## src/rtl/cpu_io_bridge.sv

```systemverilog
// cpu_io_bridge
//   Bridges the CPU's raw, asynchronous VDP port strobes into single-cycle
//   access requests on clk_w. Each strobe is synchronized and deglitched.
//   An FSM then issues exactly one req per filtered strobe assertion. For
//   reads, it also latches the VDP read data for the CPU data-bus driver.
// Ports
//   clk_w, reset_n_w    : clock, async active-low reset
//   csr_n, csw_n        : raw read / write strobes (async)
//   port_sel, cd_in     : raw port select and CPU write data
//   req, wrt, adr, dbo  : VDP access request, direction, port, write data
//   dbi                 : VDP read data
//   rd_data, rd_valid   : latched read data and its valid flag
//   err                 : one-cycle pulse when both strobes assert together
module cpu_io_bridge #(
  parameter int SYNC_STAGES = 2,
  parameter int FILTER_LEN  = 3,
  parameter int READ_LAT    = 2
) (
  input  logic       clk_w,
  input  logic       reset_n_w,
  input  logic       csr_n,
  input  logic       csw_n,
  input  logic [1:0] port_sel,
  input  logic [7:0] cd_in,
  output logic       req,
  output logic       wrt,
  output logic [1:0] adr,
  output logic [7:0] dbo,
  input  logic [7:0] dbi,
  output logic [7:0] rd_data,
  output logic       rd_valid,
  output logic       err
);

  localparam int FCW = (FILTER_LEN < 2) ? 1 : $clog2(FILTER_LEN + 1);
  localparam int LCW = (READ_LAT < 2) ? 1 : $clog2(READ_LAT + 1);

  typedef enum logic [2:0] {IDLE, ISSUE, RD_WAIT, HOLD, ERROR} state_t;

  // Strobe lanes: [0] = read, [1] = write
  logic [1:0] w_raw_n;
  logic [1:0] w_filt_n;
  assign w_raw_n = {csw_n, csr_n};

  for (genvar g = 0; g < 2; g++) begin : g_strb
    logic [SYNC_STAGES-1:0] r_sync;
    logic [FCW-1:0]         r_cnt;
    logic                   r_filt;

    always_ff @(posedge clk_w or negedge reset_n_w) begin
      if (!reset_n_w) begin
        r_sync <= '1;
        r_cnt  <= '0;
        r_filt <= 1'b1;
      end else begin
        r_sync[0] <= w_raw_n[g];
        for (int i = 1; i < SYNC_STAGES; i++) r_sync[i] <= r_sync[i-1];
        // Count consecutive samples disagreeing with the filtered level.
        // Any agreeing sample restarts the run, so short pulses are dropped.
        if (r_sync[SYNC_STAGES-1] != r_filt) begin
          if (r_cnt == FCW'(FILTER_LEN - 1)) begin
            r_filt <= r_sync[SYNC_STAGES-1];
            r_cnt  <= '0;
          end else begin
            r_cnt <= r_cnt + FCW'(1);
          end
        end else begin
          r_cnt <= '0;
        end
      end
    end

    assign w_filt_n[g] = r_filt;
  end

  logic w_rf_n, w_wf_n;
  assign w_rf_n = w_filt_n[0];
  assign w_wf_n = w_filt_n[1];

  state_t         r_state;
  logic [LCW-1:0] r_lat;
  logic           r_req, r_wrt, r_err, r_rd_valid;
  logic [1:0]     r_adr;
  logic [7:0]     r_dbo, r_rd_data;

  always_ff @(posedge clk_w or negedge reset_n_w) begin
    if (!reset_n_w) begin
      r_state    <= IDLE;
      r_lat      <= '0;
      r_req      <= 1'b0;
      r_wrt      <= 1'b0;
      r_err      <= 1'b0;
      r_rd_valid <= 1'b0;
      r_adr      <= 2'd0;
      r_dbo      <= 8'h00;
      r_rd_data  <= 8'h00;
    end else begin
      r_req <= 1'b0;
      r_err <= 1'b0;
      case (r_state)
        IDLE: begin
          if (!w_rf_n && w_wf_n) begin
            r_state <= ISSUE;
            r_req   <= 1'b1;
            r_wrt   <= 1'b0;
            r_adr   <= port_sel;
          end else if (w_rf_n && !w_wf_n) begin
            r_state <= ISSUE;
            r_req   <= 1'b1;
            r_wrt   <= 1'b1;
            r_adr   <= port_sel;
            r_dbo   <= cd_in;
          end else if (!w_rf_n && !w_wf_n) begin
            r_state <= ERROR;
            r_err   <= 1'b1;
          end
        end
        ISSUE: begin
          // wrt only qualifies req, so it drops with it; it still tells us
          // the direction of the access this cycle.
          r_wrt <= 1'b0;
          if (r_wrt) begin
            r_state <= HOLD;
          end else if (READ_LAT <= 1) begin
            r_rd_data  <= dbi;
            r_rd_valid <= 1'b1;
            r_state    <= HOLD;
          end else begin
            r_lat   <= LCW'(1);  // the ISSUE cycle is the first latency cycle
            r_state <= RD_WAIT;
          end
        end
        RD_WAIT: begin
          // Runs to completion even if the strobe has already ended.
          if (r_lat >= LCW'(READ_LAT - 1)) begin
            r_rd_data  <= dbi;
            r_rd_valid <= 1'b1;
            r_state    <= HOLD;
          end else begin
            r_lat <= r_lat + LCW'(1);
          end
        end
        HOLD: begin
          if (w_rf_n && w_wf_n) begin
            r_rd_valid <= 1'b0;
            r_state    <= IDLE;
          end
        end
        ERROR: begin
          if (w_rf_n && w_wf_n) r_state <= IDLE;
        end
        default: r_state <= IDLE;
      endcase
    end
  end

  assign req      = r_req;
  assign wrt      = r_wrt;
  assign err      = r_err;
  assign adr      = r_adr;
  assign dbo      = r_dbo;
  assign rd_data  = r_rd_data;
  assign rd_valid = r_rd_valid;

endmodule

```

## config.mk

```make
export PLATFORM = sky130hd
export DESIGN_NAME = cpu_io_bridge
export DESIGN_NICKNAME = d
export VERILOG_FILES = /design/src/rtl/cpu_io_bridge.sv
export SDC_FILE = /design/constraint.sdc
export NUM_CORES = 1
export LEC_CHECK = 0
export CAP_MARGIN = 40
export CORE_MARGIN = 2
export CORE_UTILIZATION = 40
export CTS_BUF_LIST = sky130_fd_sc_hd__clkbuf_8 sky130_fd_sc_hd__clkbuf_16
export DETAILED_ROUTE_END_ITERATION = 8
export GPL_TIMING_DRIVEN = 0
export HOLD_SLACK_MARGIN = 0.15
export PLACE_DENSITY = 0.73
export SETUP_SLACK_MARGIN = 0.1
export SYNTH_ARGS = -nofsm -noshare
export SYNTH_HDL_FRONTEND = slang
export SYNTH_SLANG_ARGS = --single-unit
export TNS_END_PERCENT = 20
```

## constraint.sdc

```tcl
create_clock -name clk_w -period 1.9 [get_ports clk_w]
set_clock_uncertainty 0.05 [all_clocks]
set_input_delay 0.19 -clock clk_w [delete_from_list [all_inputs] [get_ports clk_w]]
set_output_delay 0.19 -clock clk_w [all_outputs]
set_load 0.02 [all_outputs]
```

* After elaboration in Yosys (flattened, before gate mapping)
Index checks and enable logic that the tools add are counted.
** Storage, ports and cells
- Flip-flop bits (word level) :: 37
- Output and inout bits :: 22
** Operators by class
- Add/subtract/negate cells :: 3
- Multiplexer cells :: 29
- Reductions and logical operators :: 21
- $lt $le $gt $ge :: 1
- Equal/unequal tests :: 15
- Bitwise logic cells :: 1
** Operator list (number)
- 2-bit 2-to-1 mux :: 8
- 3-bit 2-to-1 mux :: 5
- 1-bit 2-to-1 mux :: 12
- 3-bit case mux with 4 select lines :: 1
- 3-bit AND reduction :: 4
- 2-bit AND reduction :: 5
- 2-bit inequality test (second input constant) :: 4
- 2-bit nonzero test :: 4
- 2-bit by 1-bit adder with 2-bit output (second input constant) :: 3
- 3-bit by 2-bit equality test with 1-bit output (second input constant) :: 2
- 2-bit equality test (second input constant) :: 2
- 1-bit logical AND :: 4
- 4-bit inequality test (second input constant) :: 1
- 1-bit case mux with 2 select lines :: 2
- 2-bit case mux with 2 select lines :: 1
- 3-bit by 1-bit equality test with 1-bit output (second input constant) :: 1
- 3-bit equality test (second input constant) :: 1
- 3-bit zero test :: 1
- 3-bit inequality test (second input constant) :: 1
- 2-bit by 1-bit >= comparator with 1-bit output (second input constant) :: 1
- 1-bit zero test :: 2
- 1-bit inequality test :: 2
- 2-bit by 1-bit inequality test with 1-bit output (second input constant) :: 1
- 2-bit OR reduction :: 1
- 1-bit NOT :: 1

* Logic depth before layout (Yosys ltp)
Gate-level depths: netlist of the first run.
- Depth in word-level cells :: 6
- Mapped depth :: 5
- Mapped depth without buffers :: 5

* Worst setup path before layout of the first run
Ideal clock, no wire load.
- Path kind :: register -> register
- From :: register g_strb[0].r_filt
- To :: register r_dbo[0] (netlist: dbo[0])
- Stages on the path, launching flop included :: 4
- Path slack :: 280 ps
- Path buffers :: 0
- Arrival :: 1445 ps
- Library setup time :: 125 ps
- Path through :: dfstp_2 > ha_1 > nor4b_4 > mux2_2
** Between the ends
- Longest elaborated chain between the ends :: 4
** Ends and longest elaborated chain
- start, declared :: RTL line 48 : logic r_filt;
- start signal, assigned :: RTL line 62 : r_filt <= r_sync[SYNC_STAGES-1];
- 1-bit zero test :: RTL line 102 : if (!w_rf_n && w_wf_n) begin
- 1-bit logical AND :: RTL line 102
- 1-bit NOT (no line)
- 3-bit AND reduction (no line) *
- end signal, assigned :: RTL line 112 : r_dbo <= cd_in;
- end, declared :: RTL line 84 : logic [7:0] r_dbo, r_rd_data;
Mark *: on every way between the ends. The rest lies on a longest branch, timed or not.
A chain may end at the register's enable or synchronous reset.

* Worst setup path after layout of the first run
- From :: register g_strb[0].r_filt
- To :: register r_adr[1] (netlist: adr[1])
** Between the ends
- Longest elaborated chain between the ends :: 4
** Ends and longest elaborated chain
- 1-bit zero test :: RTL line 102
- 1-bit logical AND :: RTL line 102
- 2-bit nonzero test (no line)
- 2-bit AND reduction (no line)
- end signal, assigned :: RTL line 106 : r_adr <= port_sel;
- end signal, assigned :: RTL line 111 : r_adr <= port_sel;
- end, declared :: RTL line 83 : logic [1:0] r_adr;
Parallel ways exist; a longest one is shown, timed or not.

==> flow_summary.toml, run 1 <==
[outcome]
status = "finished, final reports clean"

[pwr]
p_int_mw = 2.19
power.leakage_nw = 0.937
power.total_mw = 3.39
swShare_pct = 35.4
power.net_switching_mw = 1.20
comb_power_share_pct = 45.1
power_frac_clock_pct = 16.8
power.density_nw_per_um2 = 1550
seqPwrFrac_pct = 38.1
max-vdd-ir-drop_mv = 0.827

[timing]
min_period_ps = 1740
setup-violations-final = 0
max_slew.worst_pin.slew_ps = 802
rsz0062_at_grt = "true"
slew_headroom_pct = 46.5
fmax_ghz = 0.574
hold_viol_final = 0
setup_slack_ps = 157
final_max_slew_viol_count = 0
fin_crit_sh_pct = 91.8

[placed_design]
pre_cts_slack_ps = 122
post_dp_cell_area_um2 = 2050
numPortBuffers = 43
gp_congestion = 0.770
hpwl_mm = 2.21
dp_cells = 208

[clock_network]
cts_num_sinks = 37
cts_root_buffer = "clkbuf_8"
clock_latency_ps = 290
cts_tree = "done"
cts_made_buffers = 5
clockBufferDepth = 2
htreeDepth = 2
cts_resized = 0
cts.clk_slew.worst_paths_ps = 70

[setup_path]
r2r_slack_ps = 160
startpoint_type = "flip-flop"
worstPathRequired_ps = 2020
cp_max_fo = 4
worstPathArrival_ps = 1860
worst_r2r_endpoint = "adr[1]"
criticalPathCategory = "reg -> reg"
worstReg2RegStart = "g_strb[0].r_filt"
cp-end-kind = "flip-flop"
r2r_cells = 4

[yosys]
seq_area_frac_synth_pct = 59.7
syn-cell-area_um2 = 1560
yosys_warnings = 0
synth_nets = 145
syn_area_per_cell_um2 = 13.4
synth_seq_cells = 37
synth_cells = 117
synth_cell_types = 32

[routing]
num_vias = 1080
drtAntennaViolNets = 0
routed_wl_mm = 3.04
drc = 0
drtPass1Iterations = 4
drt_iter0_drc = 38
viasPerCell = 4.93
wl_per_cell_um = 13.9

[cells_and_area]
area_growth_pct = 39.6
nFillCells = 306
fin_util_pct = 58.8
stdcell_area_um2 = 2180
drive_gt1_share_pct = 22.8
final_cell_count_no_fill = 219
diodes = 0
nets = 198

[worst_hold_path]
min_path_type = "in -> reg"
min_from = "csw_n"
hold_end = "g_strb[1].r_sync[0]"
whs_path_depth = 1

[die]
die_y_um = 66.5
die_w_um = 66.5
ios = 44
start_util_pct = 42.1
num_rows = 22
fp.coreArea_um2 = 3720
die_area_um2 = 4430

[grt]
antenna_found_initial = 0
grt_use_total_pct = 15.3
grt_max_degree = 38
overflow = 0
grt_pass1_vias = 1086
grt_pass1_wl_mm = 4.88

[run]
cap_violations = 0
## critical path, stage by stage, from the launching register on
cell     delay [ps]
dfstp_2         570
inv_1            90
ha_1            370
and2_1          210
mux2_2          340
## metal layers
metal  up-vias  wire, um  track usage (%)
li1        510         -                -
met1       531      1320             17.5
met2        37      1500             24.9
met3         2       203             6.93
met4         0        13             6.12
met5         -         0                0
## worst max path at each step
stage                           from    endpoint  slack, ps  cells after the start
floorplan           g_strb[0].r_filt      dbo[0]        280                      3
global placement           reset_n_w  rd_data[6]       -170                      1
detailed placement  g_strb[0].r_filt      dbo[2]        120                      3
CTS                         r_lat[0]  rd_data[7]        130                      4
global route        g_strb[1].r_filt      adr[0]         80                      4
finish              g_strb[0].r_filt      adr[1]        160                      4
## through the flow
stage          hold slack, ps  TNS, ps
2_1_floorplan            -156        0
3_3_place_gp              296    -5220
3_5_place_dp              273        0
4_1_cts                   242        0
5_1_grt                   243        0
6_report                  257        0
## power groups by stage
stage	Combinational, mW	Sequential, mW	Clock (mW)
5_1_grt	1.65	1.33	0.630
3_5_place_dp	1.49	1.31	0
3_3_place_gp	1.44	1.28	0
4_1_cts	1.51	1.29	0.590
6_report	1.53	1.29	0.570
2_1_floorplan	0.633	1.53	0
## sequential cells by signal, summed over array words and instances (netlist names), 2 cells and up
register / flops
adr: 2
dbo: 8
g_strb.r_cnt: 4
g_strb.r_filt: 2
g_strb.r_sync: 4
r_lat: 2
r_state: 3
rd_data: 8
## layout make-up
type,count,area (um2),area share [%]
clock inverters,2,13.8,0.630
inverters,8,30.0,1.38
repair buffers,46,463,21.2
clock buffers,6,82.6,3.78
plain buffers,4,18.8,0.860
well taps,48,60.1,2.75
multi-input cells,68,582,26.6
flip-flops and latches,37,933,42.8
## what timing repair did
item / CTS / global route
setup endpoints to repair: 4 / 10
pin swaps: 0 / 1
hold buffers: 1 / 0
buffers inserted: 1 / 1
hold endpoints to repair: 31 / 0
## logic make-up after synthesis
logic type	share of synthesized area, %
adders and majority gates	4.80
buffers and inverters	3.12
DFF	59.7
AOI/OAI and AO/OA	8.08
muxes	13.6
xor gates and xnor gates	1.12
and+or+nand+nor	9.60
## Yosys cell counts (all sizes together)
library cell  number  area share, %
a21o               1           0.48
a21oi              4            1.3
a22oi              1           0.48
a31o               2            1.1
a31oi              1           0.40
and2               2           0.80
buf                3           0.96
clkbuf             1           0.24
dfrtp             31             50
dfstp              6             10
ha                 6            4.8
inv                8            1.9
mux2              18             13
mux2i              1           0.64
nand2              1           0.24
nand2b             2           0.80
nand3              1           0.32
nor2               3           0.72
nor2b              1           0.40
nor3               8            3.3
nor3b              1           0.48
nor4b              1            1.5
nor4bb             1           0.64
o21ai              5            1.6
o21ba              1           0.64
o21bai             2           0.96
o2bb2ai            1           0.56
o311ai             1           0.56
or3                1           0.40
xnor2              2            1.1
## cells in the final DEF, fill, tap and decap left out, types with 2 or more instances in the layout
cell type / netlist / final
a21oi_1: 4 / 4
o21bai_1: 2 / 2
dfstp_2: 6 / 6
mux2_1: 4 / 4
o21ai_0: 5 / 5
dfrtp_1: 31 / 31
clkdlybuf4s50_1: 0 / 42
inv_1: 8 / 8
nand2b_1: 2 / 2
mux2_2: 14 / 14
and2_1: 2 / 2
nor3_1: 7 / 7
clkbuf_8: 0 / 6
nor2_1: 3 / 3
buf_2: 3 / 4
ha_1: 6 / 6
a31o_2: 2 / 2
xnor2_1: 2 / 2
Note: power is estimated with default switching activity, not from simulation.
==> run 2, diff against run 1 <==
Settings changed: MAX_ROUTING_LAYER from default to met4.
==> run 2 against run 1 <==
Combinational power about the same. First-iteration DRC count up 26%. Clock power about the same.
==> flow_summary.toml, run 2 (synthesis gave the netlist of run 1 again) <==
[grt]
antenna_found_initial = 0
grt_use_total_pct = 15.7
grt_pass1_vias = 1087
grt_max_degree = 38
grt_pass1_wl_mm = 4.87
overflow = 0

[cells_and_area]
diodes = 0
nets = 198
nFillCells = 306
drive_gt1_share_pct = 22.8
layout_commonest_cell = "clkdlybuf4s50_1"
final_cell_mix = "42 x clkdlybuf4s50_1, 31 x dfrtp_1, 14 x mux2_2"
area_growth_pct = 39.6

[setup_path]
cp-end-kind = "flip-flop"
worst_r2r_endpoint = "adr[1]"
worstPathRequired_ps = 2020
slowest_stage = "dfstp_2"
cp_max_fo = 4
criticalPathCategory = "reg -> reg"
r2r_slack_ps = 160
worstPathArrival_ps = 1860
worstReg2RegStart = "g_strb[0].r_filt"
cp_cell_sequence = "inv_1 -> ha_1 -> and2_1 -> mux2_2"
startpoint = "g_strb[0].r_filt"
startpoint_type = "flip-flop"
endpoint = "adr[1]"
critPathMaxStageDelay_ps = 570
r2r_cells = 4

[pwr]
p_int_mw = 2.19
power.leakage_nw = 0.937
power_frac_clock_pct = 16.8
power.density_nw_per_um2 = 1550
seqPwrFrac_pct = 38.1
comb_power_share_pct = 45.1
swShare_pct = 35.4
max-vdd-ir-drop_mv = 0.827
power.net_switching_mw = 1.20

[clock_network]
cts_num_sinks = 37
clockBufferDepth = 2
cts.clk_slew.worst_paths_ps = 70
cts_root_buffer = "clkbuf_8"
htreeDepth = 2
cts_made_buffers = 5
clock_latency_ps = 290
cts_tree = "done"

[placed_design]
hpwl_mm = 2.21
pre_cts_slack_ps = 122
numPortBuffers = 43
gp_congestion = 0.781

[outcome]
status = "finished, final reports clean"

[routing]
drtAntennaViolNets = 0
drc = 0
wl_per_cell_um = 13.9
drt_iter0_drc = 48
viasPerCell = 4.93
drtPass1Iterations = 4
num_vias = 1080
routed_wl_mm = 3.04

[die]
num_rows = 22
start_util_pct = 42.1
fp.coreArea_um2 = 3720
die_w_um = 66.5
die_area_um2 = 4430
die_y_um = 66.5
ios = 44

[timing]
hold_viol_final = 0
max_slew.worst_pin.slew_ps = 802
final_max_slew_viol_count = 0
fin_setup_tns_ps = 0
slew_headroom_pct = 46.5
whs_ps = 258
fmax_ghz = 0.574
rsz0062_at_grt = "true"
setup-violations-final = 0
min_period_ps = 1740
setup_slack_ps = 157
fin_crit_sh_pct = 91.8

[worst_hold_path]
whs_path_depth = 1
min_path_type = "in -> reg"

[run]
cap_violations = 0
## run 2: power groups by stage
stage / clock [mW] / sequential, mW / combinational [mW]
after floorplan: 0 / 1.53 / 0.633
after global placement: 0 / 1.28 / 1.44
after detailed placement: 0 / 1.31 / 1.49
after CTS: 0.590 / 1.29 / 1.51
after global routing: 0.630 / 1.33 / 1.65
final: 0.569 / 1.29 / 1.53
## run 2: worst min path at each step
stage                             start                  end  slack, ps
floorplan                     reset_n_w               adr[0]       -160
global placement    g_strb[0].r_sync[0]  g_strb[0].r_sync[1]        300
detailed placement            reset_n_w               adr[0]        270
CTS                               csr_n  g_strb[0].r_sync[0]        240
global route                      csr_n  g_strb[0].r_sync[0]        240
finish                            csw_n  g_strb[1].r_sync[0]        260
## run 2: critical path: cells and delay by family, from the launching register on
family                     cells  cell delay, ps
adders and majority gates      1             370
buffers and inverters          1              90
DFF                            1             570
and+or+nand+nor                1             210
muxes                          1             340
## run 2: through the flow
step,total power [mW],instance area [um2],util (%),std cells
6_report,3.39,2180,58.8,219
5_1_grt,3.61,2180,58.8,219
4_1_cts,3.39,2160,58.2,218
3_5_place_dp,2.80,2050,55.2,208
3_3_place_gp,2.73,2050,55.3,208
2_1_floorplan,2.16,1560,-,117
## run 2: what timing repair did
action / CTS / global route
hold buffers: 1 / 0
setup endpoints to repair: 4 / 10
resized for setup: 0 / 0
pin swaps: 0 / 1
hold endpoints to repair: 31 / 0
setup buffers: 1 / 1
## run 2: layer usage
layer  GRT usage (%)  part of all wire [%]  up-vias
met4            6.12                  0.46        0
met2            24.9                    49       37
met5               -                     0        -
met3            6.42                   6.0        2
li1                -                     -      510
met1            17.8                    44      531
## run 2: cell type report
type | count | area (um2) | area share (%)
flip-flops and latches | 37 | 933 | 42.8
multi-input cells | 68 | 582 | 26.6
repair buffers | 46 | 463 | 21.2
clock buffers | 6 | 82.6 | 3.78
well taps | 48 | 60.1 | 2.75
inverters | 8 | 30.0 | 1.38
plain buffers | 4 | 18.8 | 0.860
clock inverters | 2 | 13.8 | 0.630
==> run 3, diff against run 2 <==
Settings changed: CTS_CLUSTER_SIZE from default to 10.
==> results of run 3 <==
The final DEF is identical to that of run 2; final timing and power are the same.
